**src/rtl/core_pkg.sv**
```systemverilog
// Shared core definitions: data width, fetch-stage state encoding, decode bubble.
package core_pkg;

   localparam int unsigned XLEN = 32;

   typedef enum logic {
      S_RUN   = 1'b0,
      S_DRAIN = 1'b1
   } fetch_state_t;

   // addi x0, x0, 0 -- inserted by decode as a bubble
   localparam logic [31:0] NOP = 32'h0000_0013;

endpackage

```
**src/rtl/ifu_fetch_queue.sv**
```systemverilog
// Instruction fetch queue: issues PC requests to instruction memory, tracks
// in-flight reads and buffers returned {pc, inst} pairs in order for decode.
// A redirect empties the queue and silently swallows responses still in flight.
module ifu_fetch_queue
   import core_pkg::*;
#(
   parameter int unsigned DEPTH = 4,
   parameter int unsigned XLEN  = core_pkg::XLEN
) (
   input  logic            i_clk,
   input  logic            i_reset,
   input  logic [XLEN-1:0] i_pc,
   output logic            o_pc_stall,
   input  logic            i_flush,
   output logic            o_imem_req,
   output logic [XLEN-1:0] o_imem_addr,
   input  logic            i_imem_gnt,
   input  logic            i_imem_rvalid,
   input  logic [XLEN-1:0] i_imem_rdata,
   output logic            o_inst_valid,
   output logic [XLEN-1:0] o_inst,
   output logic [XLEN-1:0] o_inst_pc,
   input  logic            i_inst_ready
);

   localparam int unsigned IW = $clog2(DEPTH);
   localparam int unsigned PW = IW + 1;

   fetch_state_t    state;
   logic [PW-1:0]   alloc_ptr;
   logic [PW-1:0]   fill_ptr;
   logic [PW-1:0]   head_ptr;
   logic [PW-1:0]   drop_cnt;
   logic [XLEN-1:0] slot_pc   [DEPTH];
   logic [XLEN-1:0] slot_inst [DEPTH];

   logic [PW-1:0]   occupancy;
   logic [PW-1:0]   flush_drop;
   logic            full;
   logic            in_flight;
   logic            inst_valid;
   logic            alloc_en;
   logic            fill_en;
   logic            pop_en;

   // Occupancy counts in-flight plus buffered slots; pop never frees a slot
   // for a request in the same cycle.
   assign occupancy  = alloc_ptr - head_ptr;
   assign full       = (occupancy == PW'(DEPTH));
   assign in_flight  = (fill_ptr != alloc_ptr);

   // Request / stall handshake with the PC register and memory
   assign o_imem_req  = ~i_reset & (state == S_RUN) & ~full & ~i_flush;
   assign o_imem_addr = i_pc;
   assign o_pc_stall  = ~(o_imem_req & i_imem_gnt);

   // Head presentation straight from slot storage
   assign inst_valid   = (state == S_RUN) & (fill_ptr != head_ptr);
   assign o_inst_valid = inst_valid;
   assign o_inst       = slot_inst[head_ptr[IW-1:0]];
   assign o_inst_pc    = slot_pc[head_ptr[IW-1:0]];

   // Pointer advance enables; flush overrides everything in the same cycle
   assign alloc_en = o_imem_req & i_imem_gnt;
   assign fill_en  = (state == S_RUN) & ~i_flush & i_imem_rvalid & in_flight;
   assign pop_en   = inst_valid & i_inst_ready & ~i_flush;

   // Responses still owed after a redirect; a response arriving with the flush
   // is already consumed.
   assign flush_drop = (alloc_ptr - fill_ptr) - PW'(i_imem_rvalid & in_flight);

   // Fetch state machine, queue pointers and drop counter
   always_ff @(posedge i_clk or posedge i_reset) begin
      if (i_reset) begin
         state     <= S_RUN;
         alloc_ptr <= '0;
         fill_ptr  <= '0;
         head_ptr  <= '0;
         drop_cnt  <= '0;
      end else begin
         case (state)
            S_RUN: begin
               if (i_flush) begin
                  alloc_ptr <= '0;
                  fill_ptr  <= '0;
                  head_ptr  <= '0;
                  drop_cnt  <= flush_drop;
                  state     <= (flush_drop != '0) ? S_DRAIN : S_RUN;
               end else begin
                  if (alloc_en) alloc_ptr <= alloc_ptr + PW'(1);
                  if (fill_en)  fill_ptr  <= fill_ptr + PW'(1);
                  if (pop_en)   head_ptr  <= head_ptr + PW'(1);
               end
            end
            S_DRAIN: begin
               if (i_imem_rvalid) begin
                  drop_cnt <= drop_cnt - PW'(1);
                  if (drop_cnt == PW'(1)) state <= S_RUN;
               end
            end
         endcase
      end
   end

   // Slot storage: pc written on request transfer, instruction on response
   always_ff @(posedge i_clk or posedge i_reset) begin
      if (i_reset) begin
         for (int i = 0; i < int'(DEPTH); i++) begin
            slot_pc[i]   <= '0;
            slot_inst[i] <= '0;
         end
      end else begin
         if (alloc_en) slot_pc[alloc_ptr[IW-1:0]]  <= i_pc;
         if (fill_en)  slot_inst[fill_ptr[IW-1:0]] <= i_imem_rdata;
      end
   end

   // A response with nothing in flight means memory broke the protocol
   a_no_orphan_rvalid : assert property (
      @(posedge i_clk) disable iff (i_reset)
      ((state == S_RUN) && i_imem_rvalid) |-> in_flight
   );

endmodule

```
**config.mk**
```make
export PLATFORM = sky130hd
export DESIGN_NAME = ifu_fetch_queue
export DESIGN_NICKNAME = d
export VERILOG_FILES = /design/src/rtl/core_pkg.sv /design/src/rtl/ifu_fetch_queue.sv
export SDC_FILE = /design/constraint.sdc
export NUM_CORES = 1
export LEC_CHECK = 0
export BUFFER_PORTS_ARGS = -buffer_cell sky130_fd_sc_hd__clkbuf_2
export CAP_MARGIN = 25
export CELL_PAD_IN_SITES_DETAIL_PLACEMENT = 1
export CELL_PAD_IN_SITES_GLOBAL_PLACEMENT = 1
export CORE_MARGIN = 3
export CORE_UTILIZATION = 49
export DETAILED_ROUTE_END_ITERATION = 10
export GPL_ROUTABILITY_DRIVEN = 0
export PLACE_DENSITY = 0.92
export SLEW_MARGIN = 15
export SYNTH_ARGS = -nofsm -noshare
export SYNTH_HDL_FRONTEND = slang
export SYNTH_SLANG_ARGS = --single-unit
```
**constraint.sdc**
```tcl
create_clock -name i_clk -period 9.65 [get_ports i_clk]
set_clock_uncertainty 0.15 [all_clocks]
set_input_delay 0.4825 -clock i_clk [delete_from_list [all_inputs] [get_ports i_clk]]
set_output_delay 0.4825 -clock i_clk [all_outputs]
set_load 0.02 [all_outputs]
```
**Word level (Yosys, flattened, before mapping)**

Index checks and enable logic that the tools add are counted.

- Register bits after elaboration: 269
- Input port bits: 70

- Add/subtract/negate cells: 7
- Magnitude comparators: 5
- Eq/ne operators: 6
- Muxes and demuxes: 26
- Bitwise gates (word level): 19
- Reductions and logical operators: 10

Operators by type and width:

| cell | number |
|---|---|
| 128-bit bitwise mux | 2 |
| 32-bit two-way mux | 6 |
| 32-bit binary-select mux with 2-bit select | 2 |
| 32-bit demux with 2-bit select | 2 |
| 3-bit two-way mux | 8 |
| 1-bit bitwise AND | 11 |
| 3-bit by 1-bit adder with 3-bit output (second input constant) | 3 |
| 3-bit >= comparator (second input constant) | 3 |
| 2-bit inverter with 3-bit output | 3 |
| 2-bit AND reduction | 4 |
| 3-bit by 1-bit less-than comparator with 1-bit output (second input constant) | 2 |
| 3-bit != test | 2 |
| 3-bit one-hot mux with 2 select lines | 1 |
| 2-bit nonzero test | 3 |
| 3-bit subtractor | 2 |
| 1-bit inverter | 5 |
| 1-bit two-way mux | 4 |
| 2-bit != test (second input constant) | 2 |
| 3-bit by 1-bit == test with 1-bit output (second input constant) | 1 |
| 3-bit == test (second input constant) | 1 |
| 3-bit nonzero test | 1 |
| 3-bit by 1-bit subtractor with 3-bit output | 1 |
| 3-bit by 1-bit subtractor with 3-bit output (second input constant) | 1 |
| 1-bit logical AND | 2 |
| 1-bit one-hot mux with 2 select lines | 1 |

**Logic depth before layout (Yosys ltp)**

Gate-level depths: netlist of run 1.

- Word-level depth: 8
- Gate-level depth with buffers: 10
- Gate-level depth less buffers: 9

**Least setup slack after synthesis of run 1**

Ideal clock, no wire load.

- Kind: input to output
- Start point: input port i_reset
- End point: output port o_imem_req
- Data arrival time: 7059 ps
- Required time: 9017 ps
- Path slack: 1958 ps
- Cell stages on the path: 2
- Path buffers: 0
- Cell sequence: inv_1 > and4_1

- Longest elaborated chain between the ends: 4

RTL lines:

| what | line | text |
|---|---|---|
| start: declaration | ifu_fetch_queue.sv:11 | `input logic i_reset,` |
| 1-bit inverter | ifu_fetch_queue.sv:53 | `assign o_imem_req = ~i_reset & (state == S_RUN) & ~full & ~i_flush;` |
| 1-bit bitwise AND (3 in a row) | ifu_fetch_queue.sv:53 |  |
| end: declaration | ifu_fetch_queue.sv:15 | `output logic o_imem_req,` |

Every way passes these cells.

**Final worst setup path of run 1**

- Start point: register head_ptr[0]
- End point: output port o_inst[23]

- Longest elaborated chain between the ends: 4

RTL lines:

| what | line | text |
|---|---|---|
| start: declaration | ifu_fetch_queue.sv:32 | `logic [PW-1:0] head_ptr;` |
| start signal: assignment | ifu_fetch_queue.sv:92 | `if (pop_en) head_ptr <= head_ptr + PW'(1);` |
| 2-bit inverter with 3-bit output (not written as such) | ifu_fetch_queue.sv:60 | `assign o_inst = slot_inst[head_ptr[IW-1:0]];` |
| 32-bit binary-select mux with 2-bit select | ifu_fetch_queue.sv:60 |  |
| 32-bit two-way mux (not written as such) (2 in a row) | ifu_fetch_queue.sv:60 |  |
| end: declaration | ifu_fetch_queue.sv:21 | `output logic [XLEN-1:0] o_inst,` |

Every way passes these cells. The select of a mux whose other input is x is not followed.

==> metrics.yaml, run 1 <==
outcome:
  run_status: "finished with violations"
  violated_checks: "hold timing"
cts:
  cts-buffers-inserted: 29
  cts_tree: "done"
  clockRootBuffer: "sky130_fd_sc_hd__clkbuf_16"
  cts_max_path_buffers: 3
  postCtsSetupRepairBufs: 0
  insertion_delay_ns: 0.54
  cts_resized: 0
  tritoncts_num_sinks: 269
  number_of_hold_buffers_added_after_cts: 0
  clk_pin_slew_worst_paths_ns: 0.06
  cts_htree_levels: 1
global_route:
  grt_overflow: 0
  grt_util_all_layers_pct: 21.05
  wire_length_of_the_first_global_routing_pass_um: 46730
  pin_count_of_the_biggest_net_entering_global_routing: 156
  antenna_found_initial: 0
  first_global_vias: 8283
floorplan:
  floorplan.io_pins: 169
  die_height_um: 165.6
  start_util_pct: 50.59
  die-area_sq_um: 27430
  die_x_um: 165.6
  core-area_sq_um: 24680
  rows: 57
yosys:
  synth_area_leader_cell: "sky130_fd_sc_hd__dfrtp_1"
  async_reset_ff_share_pct: 100.0
  synthesis_stage_register_bit_count: 269
  yosys.cell_types.count: 39
  synthesis.instances: 777
  ys_dominant_reg_cell: "sky130_fd_sc_hd__dfrtp_1"
  synthesis.area_per_instance_sq_um: 16.07
  synth_commonest_cells: "sky130_fd_sc_hd__dfrtp_1, sky130_fd_sc_hd__mux2_2, sky130_fd_sc_hd__mux4_2, sky130_fd_sc_hd__buf_4, sky130_fd_sc_hd__mux2_4"
  most_instantiated_library_cell_after_synthesis: "sky130_fd_sc_hd__dfrtp_1"
  register_area_share_after_synthesis_pct: 53.92
  synth.cell_area_sq_um: 12480
  netlist.area_leader.share_pct: 53.92
  ys_top_cells_by_area: "sky130_fd_sc_hd__dfrtp_1, sky130_fd_sc_hd__mux2_2, sky130_fd_sc_hd__mux4_2"
  ys.warnings.count: 0
  synth-edff-count: 0
  synth_fp_nets: 862
critical_path:
  critical_path_required_ns: 9.02
  depth_of_the_critical_timing_path_with_buffers_and_inverters_included: 4
  critical_path.max_fanout: 28
  critPathLaunch: "head_ptr[0]$_DFFE_PP0P_"
  crit_path_max_incr_delay_ns: 0.72
  timing.rr.start: "state$_DFF_PP0_"
  rr_worst_depth: 5
  crit_chain: "buf_4, buf_12, mux4_2, clkbuf_2"
  timing.critical_path.to_type: "primary output"
  critical_path.top_delay_family: "buffers and inverters"
  timing.critical_path.slowest_stage_cell: "sky130_fd_sc_hd__dfrtp_4"
  crit_type: "flip-flop to primary output"
  cp_num_buf_inv: 3
  timing.critical_path.arrival_ns: 2.84
  worst_setup_path_start_kind: "flip-flop"
cells_and_area:
  drive_gt1_share_pct: 58.86
  postLayoutCoreUtil_pct: 58.10
  final_cell_area_sq_um: 14340
  nets: 993
  area.growth.synth_to_final_pct: 14.84
  n_antenna_cell: 0
detailed_routing:
  drt_drc_violations_left: 0
  drt_iter0_drc: 490
  num_vias: 7098
  detailedRoute.firstPassIterationCount: 4
  avgRoutedWirePerCell_um: 23.15
  post_drt_via_cell_ratio: 5.656
  routed_wl_um: 29050
  antenna_left: 0
timing:
  finalCritPeriodShare_pct: 35.99
  final-setup-viol-count: 0
  rsz0062_at_grt: "false"
  period_needed_ns: 3.473
  slew-limit-headroom_pct: 45.20
  worst_hold_slack_ns: -0.03786
  timing_max_transition_violations_final: 0
  tightest_slew_ns: 0.8220
  final_critical_path_setup_slack_ns: 6.177
  clock.fmax_mhz: 287.9
  timing.final.hold_violations: 30
  timing.setup.tns_ns: 0
placed_design:
  placement.io_buffers: 168
  dp_hpwl_um: 18460
  preCtsSetupSlack_ns: 6.516
  instance_area_at_placement_sq_um: 13290
power_and_ir_drop:
  power.density_nw_per_um2: 304.8
  design_power_total_mw: 4.370
  power.leakage_nw: 7.032
  max-vdd-ir-drop_mv: 0.1613
min_path:
  timing.hold.worst.class: "input pin to asynchronous set/reset pin"
run:
  number_of_max_cap_violations: 0
-- cell families after synthesis --
logic type,synth area share (%)
flip-flops,53.92
AND/OR/NAND/NOR,1.954
multiplexers,35.96
adder cells (fa/ha/maj),1.624
XOR/XNOR,0.6314
AO/OA/AOI/OAI,1.142
buffers and inverters,4.770
-- per-layer routing --
metal | vias up | share of wire (%) | wire, um | global-route usage [%]
met3 | 47 | 4.2 | 1211 | 3.813
met4 | 0 | 2.2 | 627 | 4.955
met5 | - | 0 | 0 | 0
li1 | 3094 | - | - | -
met2 | 164 | 52 | 15250 | 37.90
met1 | 3793 | 41 | 11970 | 26.60
-- final timing paths --
path / end / slack [ns]
max reg2reg: slot_pc[29]$_DFFE_PP0P_ / 6.58
min: slot_inst[37]$_DFFE_PP0P_ / -0.04
max in group asynchronous: head_ptr[0]$_DFFE_PP0P_ / 8.07
max: o_inst[23] / 6.18
min reg2reg: slot_inst[4]$_DFFE_PP0P_ / 0.34
min in group i_clk: slot_inst[7]$_DFFE_PP0P_ / 0.05
-- flip-flops by register name (all words and copies together), names as in the netlist --
register and flops:
fill_ptr 3, state 1, slot_inst 128, alloc_ptr 3, head_ptr 3, slot_pc 128
drop_cnt 3
-- placed cells by master, fill, tap and decap left out, types with 2 or more instances in the layout --
cell / count
sky130_fd_sc_hd__clkbuf_2: 168
sky130_fd_sc_hd__and3_1: 4
sky130_fd_sc_hd__clkbuf_1: 2
sky130_fd_sc_hd__dfrtp_1: 267
sky130_fd_sc_hd__xor2_1: 3
sky130_fd_sc_hd__mux4_2: 64
sky130_fd_sc_hd__clkbuf_8: 6
sky130_fd_sc_hd__fa_1: 2
sky130_fd_sc_hd__a31oi_1: 4
sky130_fd_sc_hd__and4_1: 2
sky130_fd_sc_hd__nand2b_1: 2
sky130_fd_sc_hd__bufinv_16: 3
sky130_fd_sc_hd__nand4b_1: 2
sky130_fd_sc_hd__o21ai_0: 6
sky130_fd_sc_hd__xnor2_1: 6
sky130_fd_sc_hd__clkbuf_16: 29
sky130_fd_sc_hd__nand4_1: 4
sky130_fd_sc_hd__clkinv_2: 7
sky130_fd_sc_hd__mux2i_1: 6
sky130_fd_sc_hd__buf_4: 10
sky130_fd_sc_hd__o21a_1: 2
sky130_fd_sc_hd__nand3_1: 5
sky130_fd_sc_hd__mux2_4: 28
sky130_fd_sc_hd__ha_1: 13
sky130_fd_sc_hd__inv_6: 2
sky130_fd_sc_hd__nor2_1: 6
sky130_fd_sc_hd__mux2_1: 11
sky130_fd_sc_hd__o311ai_0: 3
sky130_fd_sc_hd__buf_12: 2
sky130_fd_sc_hd__mux2_2: 217
sky130_fd_sc_hd__inv_1: 12
sky130_fd_sc_hd__o31a_1: 2
sky130_fd_sc_hd__clkinvlp_4: 4
sky130_fd_sc_hd__nand2_1: 12
-- layout make-up --
cell class                 count  area [sq um]
clock buffer                  37         815.8
sequential                   269          6736
timing repair buffer         181         983.4
clock inverter                17         181.4
tap                          324         405.4
multi-input combinational    414          5159
fill                        2321         10340
inverter                      13         56.30
-- through the flow --
stage	instances	hold WS (ns)
6_report	1255	-0.03786
5_1_grt	1255	0.04177
2_1_floorplan	777	0.3026
3_5_place_dp	1199	0.3279
4_1_cts	1253	0.009033
3_3_place_gp	1199	0.3146
-- report_power, final --
group | internal (mW) | switching [mW] | total (mW)
logic | 0.749 | 0.711 | 1.46
clock network | 0.679 | 0.457 | 1.14
registers | 1.51 | 0.267 | 1.77
No activity file was read; power rests on OpenSTA's default activity.
==> run 2: changes to the inputs <==
CORE_UTILIZATION = 44   (was 49)
PLACE_DENSITY = 0.87   (was 0.92)
clock period = 2.81 ns   (was 9.65 ns; I/O delays follow)
==> run 2 against run 1 <==
  * The run now ends clean
  * Clock power rose to 3.3 times the previous value
  * First-iteration DRC count fell by 45%
  * Wire length rose by 2.6%
  * Sequential cell count did not move
  * Critical path depth rose by 2
  * Combinational power rose to 3.6 times the previous value
  * Via count rose by 5.4%
  * Total power rose to 3.4 times the previous value
  * Global-route usage fell by 1.3 points
  * Worst setup slack got worse by 6.0 ns
  * Critical endpoint is now o_imem_req
  * Critical path type unchanged
==> metrics.yaml, run 2 (same netlist as run 1, synthesis figures left out) <==
global_route:
  pin_count_of_the_biggest_net_entering_global_routing: 90  # -42%
  antenna_found_initial: 2  # +2
  first_global_vias: 8591  # +3.7%
  wire_length_of_the_first_global_routing_pass_um: 48260  # +3.3%
  grt_util_all_layers_pct: 19.73  # -1.3 points
  grt_overflow: 0  # unchanged
critical_path:
  critPathLaunch: "alloc_ptr[0]$_DFFE_PP0P_"
  critical_path.max_fanout: 9  # -68%
  critical_path_required_ns: 2.52  # -6.50 ns
  worst_setup_path_start_kind: "flip-flop"
  crit-reg2reg-capture: "state$_DFF_PP0_"
  rr_worst_depth: 9  # +4
  timing.critical_path.arrival_ns: 2.34  # -0.50 ns
  r2r_slack_ns: 0.22  # -6.36 ns
  crit_type: "flip-flop to primary output"
  cp-endpoint: "o_imem_req"
  timing.rr.start: "alloc_ptr[1]$_DFFE_PP0P_"
  timing.critical_path.to_type: "primary output"
timing:
  final-setup-viol-count: 0  # unchanged
  finalCritPeriodShare_pct: 93.51
  timing.final.hold_violations: 0  # -100%
  period_needed_ns: 2.628
  timing_max_transition_violations_final: 0  # unchanged
  tightest_slew_ns: 0.5954  # -0.2267 ns
  rsz0062_at_grt: "false"
  timing.setup.tns_ns: 0  # unchanged
  slew-limit-headroom_pct: 60.31  # +15 points
  worst_hold_slack_ns: 0.07793  # +0.1158 ns
  clock.fmax_mhz: 380.6
power_and_ir_drop:
  max-vdd-ir-drop_mv: 0.5350  # +230%
  power.leakage_nw: 7.405  # +5.3%
  power.density_nw_per_um2: 988.0  # +220%
detailed_routing:
  drt_drc_violations_left: 0  # unchanged
  antenna_left: 0  # unchanged
  detailedRoute.firstPassIterationCount: 4  # unchanged
  post_drt_via_cell_ratio: 5.376  # -4.9%
  avgRoutedWirePerCell_um: 21.40  # -7.5%
  drt_iter0_drc: 271  # -45%
  routed_wl_um: 29790  # +2.6%
  num_vias: 7484  # +5.4%
cts:
  cts_max_path_buffers: 3  # unchanged
  cts-buffers-inserted: 29  # unchanged
  cts_tree: "done"
  tritoncts_num_sinks: 269  # unchanged
  cts_htree_levels: 1  # unchanged
  insertion_delay_ns: 0.54  # about the same
  clockRootBuffer: "sky130_fd_sc_hd__clkbuf_16"
  clk_pin_slew_worst_paths_ns: 0.06  # about the same
floorplan:
  die_x_um: 174.4  # +5.3%
  core-area_sq_um: 27860  # +13%
  die_height_um: 174.4  # +5.3%
  floorplan.io_pins: 169  # unchanged
  die-area_sq_um: 30430  # +11%
  start_util_pct: 44.81  # -5.8 points
  rows: 61  # +7.0%
cells_and_area:
  nets: 1077  # +8.5%
  footprint_of_the_multi_input_gates_sq_um: 5164  # about the same
  n_fill_cell: 2637  # +14%
  final_cell_area_sq_um: 15230  # +6.2%
  drive_gt1_share_pct: 55.03  # -3.8 points
  regArea_sq_um: 6738  # about the same
  final_common_cell: "sky130_fd_sc_hd__dfrtp_1"
  n_antenna_cell: 0  # unchanged
  most-common-layout-cells: "sky130_fd_sc_hd__dfrtp_1, sky130_fd_sc_hd__mux2_2, sky130_fd_sc_hd__clkbuf_2"
  largest_registers: "slot_inst (128), slot_pc (128)"
  area.growth.synth_to_final_pct: 22.00
min_path:
  timing.hold.worst.class: "input pin to flip-flop"
placed_design:
  instance_area_at_placement_sq_um: 13540  # +1.8%
  placement.io_buffers: 168  # unchanged
  dp_hpwl_um: 17940  # -2.8%
outcome:
  run_status: "completed"
run:
  number_of_max_cap_violations: 0  # unchanged
## run 2: changes by cell type in the layout (fill, tap and decap cells not counted), moves of 2 or more
cell,change
sky130_fd_sc_hd__clkinvlp_4,-3
sky130_fd_sc_hd__buf_4,+10
sky130_fd_sc_hd__inv_6,-2
sky130_fd_sc_hd__dlygate4sd3_1,+69
sky130_fd_sc_hd__clkbuf_1,+6
sky130_fd_sc_hd__clkinv_2,-2
sky130_fd_sc_hd__buf_12,+5
## run 2: how the worst min path moves through the flow
stage	start	to	slack (ns)	cells past startpoint
floorplan	i_imem_rdata[0]	slot_inst[0]$_DFFE_PP0P_	0.13	1
global placement	i_reset	slot_pc[20]$_DFFE_PP0P_	-0.01	2
detailed placement	i_reset	slot_pc[116]$_DFFE_PP0P_	0.002	2
CTS	i_imem_gnt	alloc_ptr[1]$_DFFE_PP0P_	0.05	5
global route	i_imem_gnt	alloc_ptr[1]$_DFFE_PP0P_	0.11	5
finish	i_imem_gnt	alloc_ptr[1]$_DFFE_PP0P_	0.08	5
## run 2: per-stage QoR
stage / worst slack (ns) / total power [mW] / cells / util (%)
after floorplan: -2.254 / 9.583 / 777 / -
after CTS: 0.03179 / 15.15 / 1389 / 54.50
after global routing: 0.01833 / 15.90 / 1392 / 54.67
after detailed placement: 0.1808 / 11.15 / 1267 / 48.59
after global placement: 0.2619 / 10.82 / 1267 / 48.59
final: 0.1825 / 15.05 / 1392 / 54.67
## run 2: routing by layer
metal | wire (um) | vias to the layer above | global-route usage [%]
li1 | - | 3261 | -
met4 | 563 | 4 | 4.223
met3 | 1555 | 45 | 4.172
met1 | 12470 | 3975 | 25.15
met5 | 27 | - | 0
met2 | 15170 | 199 | 34.85
## run 2: critical path: stages (launching register included)
cell and delay, ns:
sky130_fd_sc_hd__dfrtp_2 0.42, sky130_fd_sc_hd__inv_1 0.13, sky130_fd_sc_hd__ha_1 0.34, sky130_fd_sc_hd__nand2_1 0.07, sky130_fd_sc_hd__or3_4 0.44, sky130_fd_sc_hd__and4_1 0.22, sky130_fd_sc_hd__clkbuf_2 0.17
## run 2: final cells by class
class	count	share of cell area, %
well taps	378	3.105
clock inverters	9	0.6736
repair buffers	265	12.14
clock buffers	44	5.594
multi-input cells	414	33.90
inverters	13	0.3450
flip-flops and latches	269	44.24
## run 2: report_power, final
group | total (mW) | internal [mW] | switching (mW)
Clock | 3.81 | 2.27 | 1.54
Combinational | 5.32 | 2.69 | 2.64
Sequential | 5.92 | 5.17 | 0.744
## run 2: what timing repair did
item	CTS	global route
endpoints found under the setup margin	2	2
setup buffers	0	2
gates resized for setup	1	1
hold endpoints to repair	376	0
pin swaps	0	1
hold buffers	69	0
